## config.mk

```make
export PLATFORM = sky130hd
export DESIGN_NAME = stride_counter
export DESIGN_NICKNAME = d
export VERILOG_FILES = /design/src/rtl/counter_pkg.sv /design/src/rtl/stride_next_calc.sv /design/src/rtl/stride_counter.sv
export SDC_FILE = /design/constraint.sdc
export NUM_CORES = 1
export LEC_CHECK = 0
export ABC_AREA = 1
export ABC_CLOCK_PERIOD_IN_PS = 7400
export BUFFER_PORTS_ARGS = -buffer_cell sky130_fd_sc_hd__buf_2
export CORE_ASPECT_RATIO = 1.1
export CORE_MARGIN = 2
export CORE_UTILIZATION = 50
export CTS_CLUSTER_SIZE = 24
export DETAILED_ROUTE_END_ITERATION = 6
export PLACE_DENSITY = 0.71
export SLEW_MARGIN = 10
export SYNTH_ARGS = -nofsm -noshare
export SYNTH_HDL_FRONTEND = slang
export SYNTH_HIERARCHICAL = 1
export SYNTH_SLANG_ARGS = --single-unit
```

## constraint.sdc

```tcl
create_clock -name clk -period 7.4 [get_ports clk]
set_input_delay 0.74 -clock clk [delete_from_list [all_inputs] [get_ports clk]]
set_output_delay 0.74 -clock clk [all_outputs]
set_load 0.05 [all_outputs]
```

## src/rtl/counter_pkg.sv

```systemverilog
// Shared types and constants for the counter family.
package counter_pkg;

    // Behaviour at the ends of the counting range.
    typedef enum logic {
        MODE_WRAP = 1'b0,
        MODE_SAT  = 1'b1
    } cnt_mode_e;

    // Encoding of the up_dn input.
    localparam logic DIR_UP = 1'b1;
    localparam logic DIR_DN = 1'b0;

endpackage : counter_pkg

```

## src/rtl/stride_next_calc.sv

```systemverilog
// Combinational next-count calculator for one stride step.
// Takes the already-clamped stride s (s <= limit) and produces the value the
// counter moves to plus a flag marking a boundary event (wrap, saturate, or
// recovery from a count that sits above a freshly lowered limit).
import counter_pkg::*;

module stride_next_calc #(
    parameter int WIDTH = 8
) (
    input  logic [WIDTH-1:0] count,
    input  logic [WIDTH-1:0] s,
    input  logic [WIDTH-1:0] limit,
    input  logic             up_dn,
    input  cnt_mode_e        mode,
    output logic [WIDTH-1:0] next_count,
    output logic             boundary
);

    // One extra bit so count+s and limit+1 never truncate, even at full range.
    logic [WIDTH:0] sum_up;
    logic [WIDTH:0] modulus;
    logic [WIDTH:0] wrap_up;
    logic [WIDTH:0] wrap_dn;

    assign sum_up  = {1'b0, count} + {1'b0, s};
    assign modulus = {1'b0, limit} + {{WIDTH{1'b0}}, 1'b1};
    assign wrap_up = sum_up - modulus;
    assign wrap_dn = {1'b0, count} + modulus - {1'b0, s};

    // Select the next value: out-of-range guard first, then hold, then up/down.
    always_comb begin
        next_count = count;
        boundary   = 1'b0;
        if (count > limit) begin
            next_count = (up_dn == DIR_UP) ? '0 : limit;
            boundary   = 1'b1;
        end else if (s == '0) begin
            next_count = count;
            boundary   = 1'b0;
        end else if (up_dn == DIR_UP) begin
            if (sum_up <= {1'b0, limit}) begin
                next_count = sum_up[WIDTH-1:0];
            end else begin
                next_count = (mode == MODE_SAT) ? limit : wrap_up[WIDTH-1:0];
                boundary   = 1'b1;
            end
        end else begin
            if (count >= s) begin
                next_count = count - s;
            end else begin
                next_count = (mode == MODE_SAT) ? '0 : wrap_dn[WIDTH-1:0];
                boundary   = 1'b1;
            end
        end
    end

endmodule : stride_next_calc

```

## src/rtl/stride_counter.sv

```systemverilog
// Programmable-stride up/down counter with programmable modulus,
// wrap/saturate mode, parallel load, terminal-count pulse and sticky
// boundary flag. The only flow control is en: a step happens on every
// edge where en=1 and neither rst nor load is asserted.
import counter_pkg::*;

module stride_counter #(
    parameter int               WIDTH   = 8,
    parameter logic [WIDTH-1:0] RST_VAL = '0
) (
    input  logic             clk,
    input  logic             rst,
    input  logic             en,
    input  logic             up_dn,
    input  logic             mode,
    input  logic [WIDTH-1:0] step,
    input  logic [WIDTH-1:0] limit,
    input  logic             load,
    input  logic [WIDTH-1:0] load_val,
    input  logic             clr_ovf,
    output logic [WIDTH-1:0] count,
    output logic             tc,
    output logic             ovf
);

    logic [WIDTH-1:0] stride;
    logic [WIDTH-1:0] load_clamped;
    logic [WIDTH-1:0] step_next;
    logic             step_boundary;

    // A stride larger than the range behaves like a full-range stride.
    assign stride       = (step > limit) ? limit : step;
    assign load_clamped = (load_val > limit) ? limit : load_val;

    stride_next_calc #(
        .WIDTH (WIDTH)
    ) u_next (
        .count      (count),
        .s          (stride),
        .limit      (limit),
        .up_dn      (up_dn),
        .mode       (cnt_mode_e'(mode)),
        .next_count (step_next),
        .boundary   (step_boundary)
    );

    // Priority rst > load > en > hold; tc pulses only after a boundary step.
    always_ff @(posedge clk) begin
        if (rst) begin
            count <= RST_VAL;
            tc    <= 1'b0;
            ovf   <= 1'b0;
        end else if (load) begin
            count <= load_clamped;
            tc    <= 1'b0;
        end else if (en) begin
            count <= step_next;
            tc    <= step_boundary;
            ovf   <= step_boundary | (ovf & ~clr_ovf);
        end else begin
            tc    <= 1'b0;
            ovf   <= ovf & ~clr_ovf;
        end
    end

endmodule : stride_counter

```

==> flow_metrics.py, run 1 <==
metrics = {
    "timing": {
        "report.final.slew_viol_count": 0,
        "fin_setup_tns_ns": 0,
        "worst_slack_ns": 1.697,
        "final.setup_skew_ns": 0.007644,
        "finalSetupViolations": 0,
        "rsz0062_at_grt": "no",
        "finalCritPeriodShare": 0.7707,
        "post-route-min-period_ns": 5.703,
        "worstMarginPinSlew_ns": 0.8098,
        "hold_viol_final": 0,
        "timing.fmax_mhz": 175.3,
        "slew_headroom": 0.4582,
    },
    "critical_path": {
        "worst-path-max-fanout": 16,
        "crit_top_cell": "nand2_1",
        "end_kind": "flip-flop",
        "cpPeakStageDelay_ns": 0.59,
        "cp_num_buf_inv": 5,
        "worstPathArrival_ns": 5.82,
        "critPathKind": "in -> reg",
        "worst_path_dominant_cell_family": "simple AND/OR/NAND/NOR gates",
        "start_kind": "input port",
        "cp.required_ns": 7.51,
        "crit_slowest_cell": "o21ai_1",
    },
    "clocking": {
        "htreeDepth": 1,
        "cts_resized": 0,
        "cts_sinks": 10,
        "cts_buffers": 3,
        "clock-root-buffer": "clkbuf_8",
        "ctsHoldBuffers": 0,
        "tritoncts": "done",
        "cts_setup_buffers": 0,
        "cts.reportedPaths.clkPinSlew_ns": 0.04,
        "clock_latency_ns": 0.23,
        "clockBufferDepth": 2,
    },
    "grt": {
        "grt_util_all_layers": 0.2967,
        "antenna_found_initial": 0,
        "grt_first_pass_wirelength_um": 18960,
        "grt_max_degree": 17,
        "grt_pass1_vias": 3777,
        "grt_overflow_total": 0,
    },
    "pwr": {
        "powerDensity_nw_per_um2": 213.8,
        "seqPwrFrac": 0.089,
        "p_clk_frac": 0.065,
        "power_w": 0.0008562,
        "irDropWorstVdd_v": 0.00007041,
        "p_leak_nw": 2.322,
        "pwr-share-comb": 0.845,
        "intPower_w": 0.0003487,
        "power_switching_w": 0.0005075,
        "switching_share": 0.5927,
    },
    "floorplanning": {
        "start_util": 0.5235,
        "row_count": 32,
        "dieWidth_um": 86.13,
        "dieArea_um2": 8126,
        "die_h_um": 94.34,
        "io-pin-count": 41,
        "core_area_um2": 7087,
    },
    "place": {
        "gp_congestion": 0.9624,
        "io_buffer_count": 40,
        "dp_slack_ns": 1.527,
        "place.detailed.hpwl_um": 10030,
    },
    "detailed_routing": {
        "drcViolationCount": 0,
        "drt-initial-drc-count": 405,
        "vias_per_cell": 5.694,
        "antenna_left": 0,
        "vias": 4100,
        "wirelength_um": 11850,
        "first_pass_iters": 5,
        "wire_per_inst_um": 16.45,
    },
    "synth": {
        "ys_types": 40,
        "synth_top_area_cell": "ha_1",
        "ys_seq_elements": 10,
        "synth_edf_count": 0,
        "yosys_most_used_dff": "dfxtp_1",
        "netlist_instances": 599,
        "synth.avg_cell_area_um2": 6.193,
        "synth_warnings": 6,
        "async_flop_share": 0,
        "synth_area_leaders": "ha_1 22%, nand2_1 15%, inv_1 10%, nand3_1 7.0%, a21oi_1 5.4%",
        "synth_nets": 704,
        "yosysSeqAreaShare": 0.05396,
        "synth_area_um2": 3710,
        "synth_top_area_frac": 0.2159,
    },
    "finish": {
        "n_fill_cell": 737,
        "antenna_cells": 0,
        "drive_above_1_share": 0.1291,
        "area_growth_syn_to_layout_pct": 7.959,
        "nets": 742,
    },
    "run_status": {
        "status": "complete, no violations",
    },
    "min_path": {
        "hold_class": "reg -> reg",
    },
    "run": {
        "cap_violations": 0,
    },
}
==> sequential cells by signal, summed over array words and instances, names as in the netlist <==
register / cells
count: 8
ovf: 1
tc: 1
==> per-stage QoR <==
stage	instances	hold slack (ns)	instance area [um^2]	util
3_5_place_dp	717	0.4746	3964	0.5593
6_report	720	0.4810	4005	0.5651
5_1_grt	720	0.5027	4005	0.5651
3_3_place_gp	717	0.4646	3964	0.5593
2_1_floorplan	599	0.7713	3710	-
4_1_cts	720	0.4847	4005	0.5651
==> cells in the mapped netlist (2+ instances only) <==
| master | n |
|---|---|
| clkbuf_1 | 2 |
| fa_1 | 10 |
| nand3b_1 | 2 |
| nand2_2 | 4 |
| a31oi_1 | 2 |
| nand4_1 | 14 |
| a21oi_2 | 10 |
| o21ai_1 | 10 |
| nand4_4 | 2 |
| nand2_1 | 153 |
| xor2_1 | 15 |
| inv_1 | 99 |
| inv_2 | 5 |
| nor2_1 | 36 |
| buf_4 | 2 |
| nand3_1 | 52 |
| or2_2 | 5 |
| o21ai_0 | 32 |
| a21o_1 | 4 |
| ha_1 | 64 |
| nor3_1 | 2 |
| o211ai_1 | 2 |
| dfxtp_1 | 10 |
| xnor2_1 | 3 |
| a21oi_1 | 40 |
| nand2_4 | 3 |
| nor2_4 | 3 |
==> power by group through the flow <==
stage	sequential, W	clock, W	combinational, W
3_5_place_dp	0.0000773	0	0.000703
4_1_cts	0.0000765	0.0000554	0.000707
3_3_place_gp	0.0000777	0	0.000697
2_1_floorplan	0.0000914	0	0.000515
6_report	0.0000765	0.0000560	0.000724
5_1_grt	0.0000775	0.0000583	0.000805
==> kinds of logic after synthesis <==
group                      after synthesis  synth area share
DFF                                     10           0.05396
adders and majority gates               74            0.2698
buffers and inverters                  112            0.1204
and+or+nand+nor                        281            0.3535
xor gates and xnor gates                18           0.04250
AOI/OAI and AO/OA                      104            0.1599
==> cell type report <==
class                           instances  area (um^2)  share of cell area
Clock buffer                            3        41.29             0.01031
Multi-Input combinational cell        477         3063              0.7648
Tap cell                               85        106.4             0.02655
Sequential cell                        10        200.2             0.04998
Inverter                              105        394.1             0.09841
Timing Repair Buffer                   40        200.2             0.04998
==> placed cells by master, fill, tap and decap left out, types with 3 or more instances in the layout <==
| cell | netlist | routed |
|---|---|---|
| xor2_1 | 15 | 15 |
| ha_1 | 64 | 64 |
| clkbuf_8 | 1 | 3 |
| o21ai_0 | 32 | 32 |
| nand4_1 | 14 | 14 |
| fa_1 | 10 | 10 |
| or2_2 | 5 | 5 |
| o21ai_1 | 10 | 10 |
| nor2_1 | 36 | 36 |
| inv_2 | 5 | 5 |
| xnor2_1 | 3 | 3 |
| nand3_1 | 52 | 52 |
| nor2_4 | 3 | 3 |
| nand2_2 | 4 | 4 |
| a21oi_2 | 10 | 10 |
| nand2_4 | 3 | 3 |
| a21oi_1 | 40 | 40 |
| inv_1 | 99 | 99 |
| nand2_1 | 153 | 153 |
| buf_2 | 1 | 40 |
| dfxtp_1 | 10 | 10 |
| a21o_1 | 4 | 4 |
==> path summary, 6_finish.rpt <==
kind	slack [ns]	cells after the start	start	end
max reg2reg	3.51	24	count[2]	count[6]
min reg2reg	0.48	1	ovf	ovf
min	0.48	1	ovf	ovf
max	1.70	34	limit[7]	count[6]
==> routing by layer <==
layer / part of all wire / GRT usage
met4: 0.037 / 0.08995
met3: 0.081 / 0.03409
met5: 0 / 0
met1: 0.42 / 0.3804
met2: 0.46 / 0.5194
Note: power is estimated with default switching activity, not from simulation.
==> run 2: changes to the inputs <==
ABC_AREA = 0   (was 1)
ABC_CLOCK_PERIOD_IN_PS = 4610   (was 7400)
PLACE_DENSITY = 0.73   (was 0.71)
clock period = 4.61 ns   (was 7.4 ns; I/O delays follow)
==> flow_metrics.py, run 2 <==
metrics = {
    "run_status": {
        "status": "complete, but fails checks",
        "violations": "DRC, setup timing",
    },
    "pwr": {
        "pwr-share-comb": 0.889,
        "p_clk_frac": 0.051,
        "power_switching_w": 0.0009981,
        "p_leak_nw": 2.570,
        "switching_share": 0.4750,
        "intPower_w": 0.001103,
        "seqPwrFrac": 0.060,
        "powerDensity_nw_per_um2": 391.3,
        "irDropWorstVdd_v": 0.0002182,
    },
    "detailed_routing": {
        "vias": 4367,
        "vias_per_cell": 6.159,
        "wire_per_inst_um": 19.47,
        "wirelength_um": 13800,
        "drcViolationCount": 1,
        "drt-initial-drc-count": 296,
        "first_pass_iters": 7,
        "antenna_left": 0,
    },
    "finish": {
        "stdcell_area_um2": 5370,
        "regMostFlops": "count",
        "antenna_cells": 0,
        "drive_above_1_share": 0.3987,
        "reg_top3": "count x8, ovf x1, tc x1",
        "most-common-layout-cells": "114 x buf_4, 53 x ha_1, 51 x inv_1, 35 x buf_2, 24 x a21oi_1",
        "final_cells": 709,
        "multi_input_area_um2": 3622,
        "regArea_um2": 200.2,
        "nets": 728,
        "area_growth_syn_to_layout_pct": 43.16,
        "n_fill_cell": 554,
        "layout_commonest_cell": "buf_4",
        "final_util": 0.7307,
        "largest_reg_flops": 8,
    },
    "synth": {
        "synth_top_area_cell": "ha_1",
        "synth_area_leaders": "ha_1 21%, inv_1 5.9%, dfxtp_1 5.3%, fa_1 5.3%, xnor2_1 4.9%",
        "synth_edf_count": 0,
        "synthTopCellsByCount": "64 x ha_1, 59 x inv_1, 31 x o21ai_0, 28 x a21oi_1, 21 x xnor2_1",
        "synth_warnings": 6,
        "async_flop_share": 0,
        "ys_types": 74,
        "ys_seq_elements": 10,
        "yosys_most_used_dff": "dfxtp_1",
        "netlist_instances": 478,
        "yosysSeqAreaShare": 0.05337,
        "synth_area_um2": 3751,
        "yosysMostFrequentCell": "ha_1",
        "synth_top_area_frac": 0.2135,
        "synth.avg_cell_area_um2": 7.847,
        "synth_nets": 583,
    },
    "clocking": {
        "clock_latency_ns": 0.23,
        "cts.reportedPaths.clkPinSlew_ns": 0.05,
        "cts_sinks": 10,
        "clockBufferDepth": 2,
        "htreeDepth": 1,
        "clock-root-buffer": "clkbuf_8",
        "cts_buffers": 3,
        "tritoncts": "done",
    },
    "critical_path": {
        "worstReg2RegEnd": "ovf",
        "cp.required_ns": 4.73,
        "reg2reg_depth": 17,
        "end_kind": "flip-flop",
        "start_kind": "input port",
        "critPathKind": "in -> reg",
        "cpPeakStageDelay_ns": 0.59,
        "crit_slowest_cell": "or4b_4",
        "worstPathArrival_ns": 5.29,
        "reg2reg_setup_slack_ns": 0.65,
        "r2r-start": "count[1]",
        "worst-path-max-fanout": 7,
    },
    "timing": {
        "finalSetupViolations": 10,
        "final.setup_skew_ns": 0.0007935,
        "hold_ws_ns": 0.4757,
        "post-route-min-period_ns": 5.162,
        "hold_viol_final": 0,
        "worstMarginPinSlew_ns": 0.5177,
        "report.final.slew_viol_count": 0,
        "slew_headroom": 0.6524,
        "rsz0062_at_grt": "yes",
        "finalCritPeriodShare": 1.120,
        "timing.fmax_mhz": 193.7,
        "worst_slack_ns": -0.5517,
    },
    "floorplanning": {
        "die_h_um": 94.84,
        "row_count": 33,
        "start_util": 0.5104,
        "io-pin-count": 41,
        "core_area_um2": 7350,
        "dieWidth_um": 86.59,
        "dieArea_um2": 8212,
    },
    "grt": {
        "grt_max_degree": 27,
        "grt_first_pass_wirelength_um": 21280,
        "antenna_found_initial": 0,
        "grt_overflow_total": 0,
        "grt_util_all_layers": 0.3326,
        "grt_pass1_vias": 4288,
    },
    "place": {
        "dp.cells": 690,
        "io_buffer_count": 40,
        "dp_slack_ns": -0.9167,
        "dpl-instance-area_um2": 4882,
        "place.detailed.hpwl_um": 10830,
        "gp_congestion": 1.033,
    },
    "min_path": {
        "hold_class": "reg -> reg",
        "min_to": "ovf",
        "min_path_cells": 1,
        "hp-start": "ovf",
    },
    "run": {
        "cap_violations": 0,
    },
}
run 2: cell count changes after synthesis, sizes merged, moves of 11 or more:
cell    before  now
nor2        39   18
mux2         0   12
xnor2        3   22
a21oi       50   28
inv        104   59
mux2i        0   14
a211oi       0   14
nor2b        0   16
xor2        15    4
nand2      160   19
nand3       54   18
run 2: how the worst max path moves through the flow:
stage,end,start,depth (start not counted)
after CTS,count[1],limit[1],25
after global placement,count[1],limit[1],25
after detailed placement,count[7],limit[1],26
after global routing,count[5],limit[2],26
final,ovf,limit[2],26
after floorplan,count[5],limit[1],25
run 2: repair_timing:
| action | 4_1_cts | 5_1_grt |
|---|---|---|
| setup endpoints to repair | 10 | 10 |
| buffers inserted | 9 | 5 |
| resized for setup | 39 | 27 |
| hold buffers | 0 | 0 |
| pin swaps | 28 | 19 |
| cloned | 1 | 0 |
run 2: power groups by stage:
stage	logic, W	clock network [W]	registers, W
floorplan	0.000991	0	0.000156
global placement	0.00159	0	0.000125
detailed placement	0.00161	0	0.000125
CTS	0.00173	0.000108	0.000124
global route	0.00199	0.000112	0.000126
finish	0.00187	0.000107	0.000126
run 2: kinds of logic after synthesis:
| logic type | Yosys count | share of synthesized area |
|---|---|---|
| fa+ha+maj | 74 | 0.2668 |
| flops | 10 | 0.05337 |
| mux | 26 | 0.07338 |
| simple gates | 125 | 0.1955 |
| compound gates | 139 | 0.2622 |
| buf+inv | 78 | 0.08605 |
| xor+xnor | 26 | 0.06271 |
run 2: critical path: cells and delay by family:
family	cells	cell delay [ns]
adders and majority gates	3	0.94
xor gates and xnor gates	1	0.14
AOI/OAI and AO/OA	8	1.16
buffers and inverters	7	0.91
and+or+nand+nor	6	1.32
muxes	1	0.33
run 2: cell type report:
class,count,area share
Clock buffer,4,0.01025
Inverter,59,0.04357
Multi-Input combinational cell,391,0.6745
Sequential cell,10,0.03728
Tap cell,87,0.02027
Timing Repair Buffer,158,0.2141
run 2: routing by layer:
layer,routed length (um),GRT usage,share of wire
met5,0,0,0
met4,926,0.1823,0.067
met3,828,0.03671,0.060
met2,6585,0.5891,0.48
met1,5464,0.3880,0.40
run 2: metrics by stage:
stage	setup TNS, ns	total power (W)
after detailed placement	-8.254	0.001739
after global placement	-7.225	0.001713
after floorplan	-2.630	0.001147
final	-4.872	0.002101
after global routing	-6.118	0.002232
after CTS	-2.955	0.001966
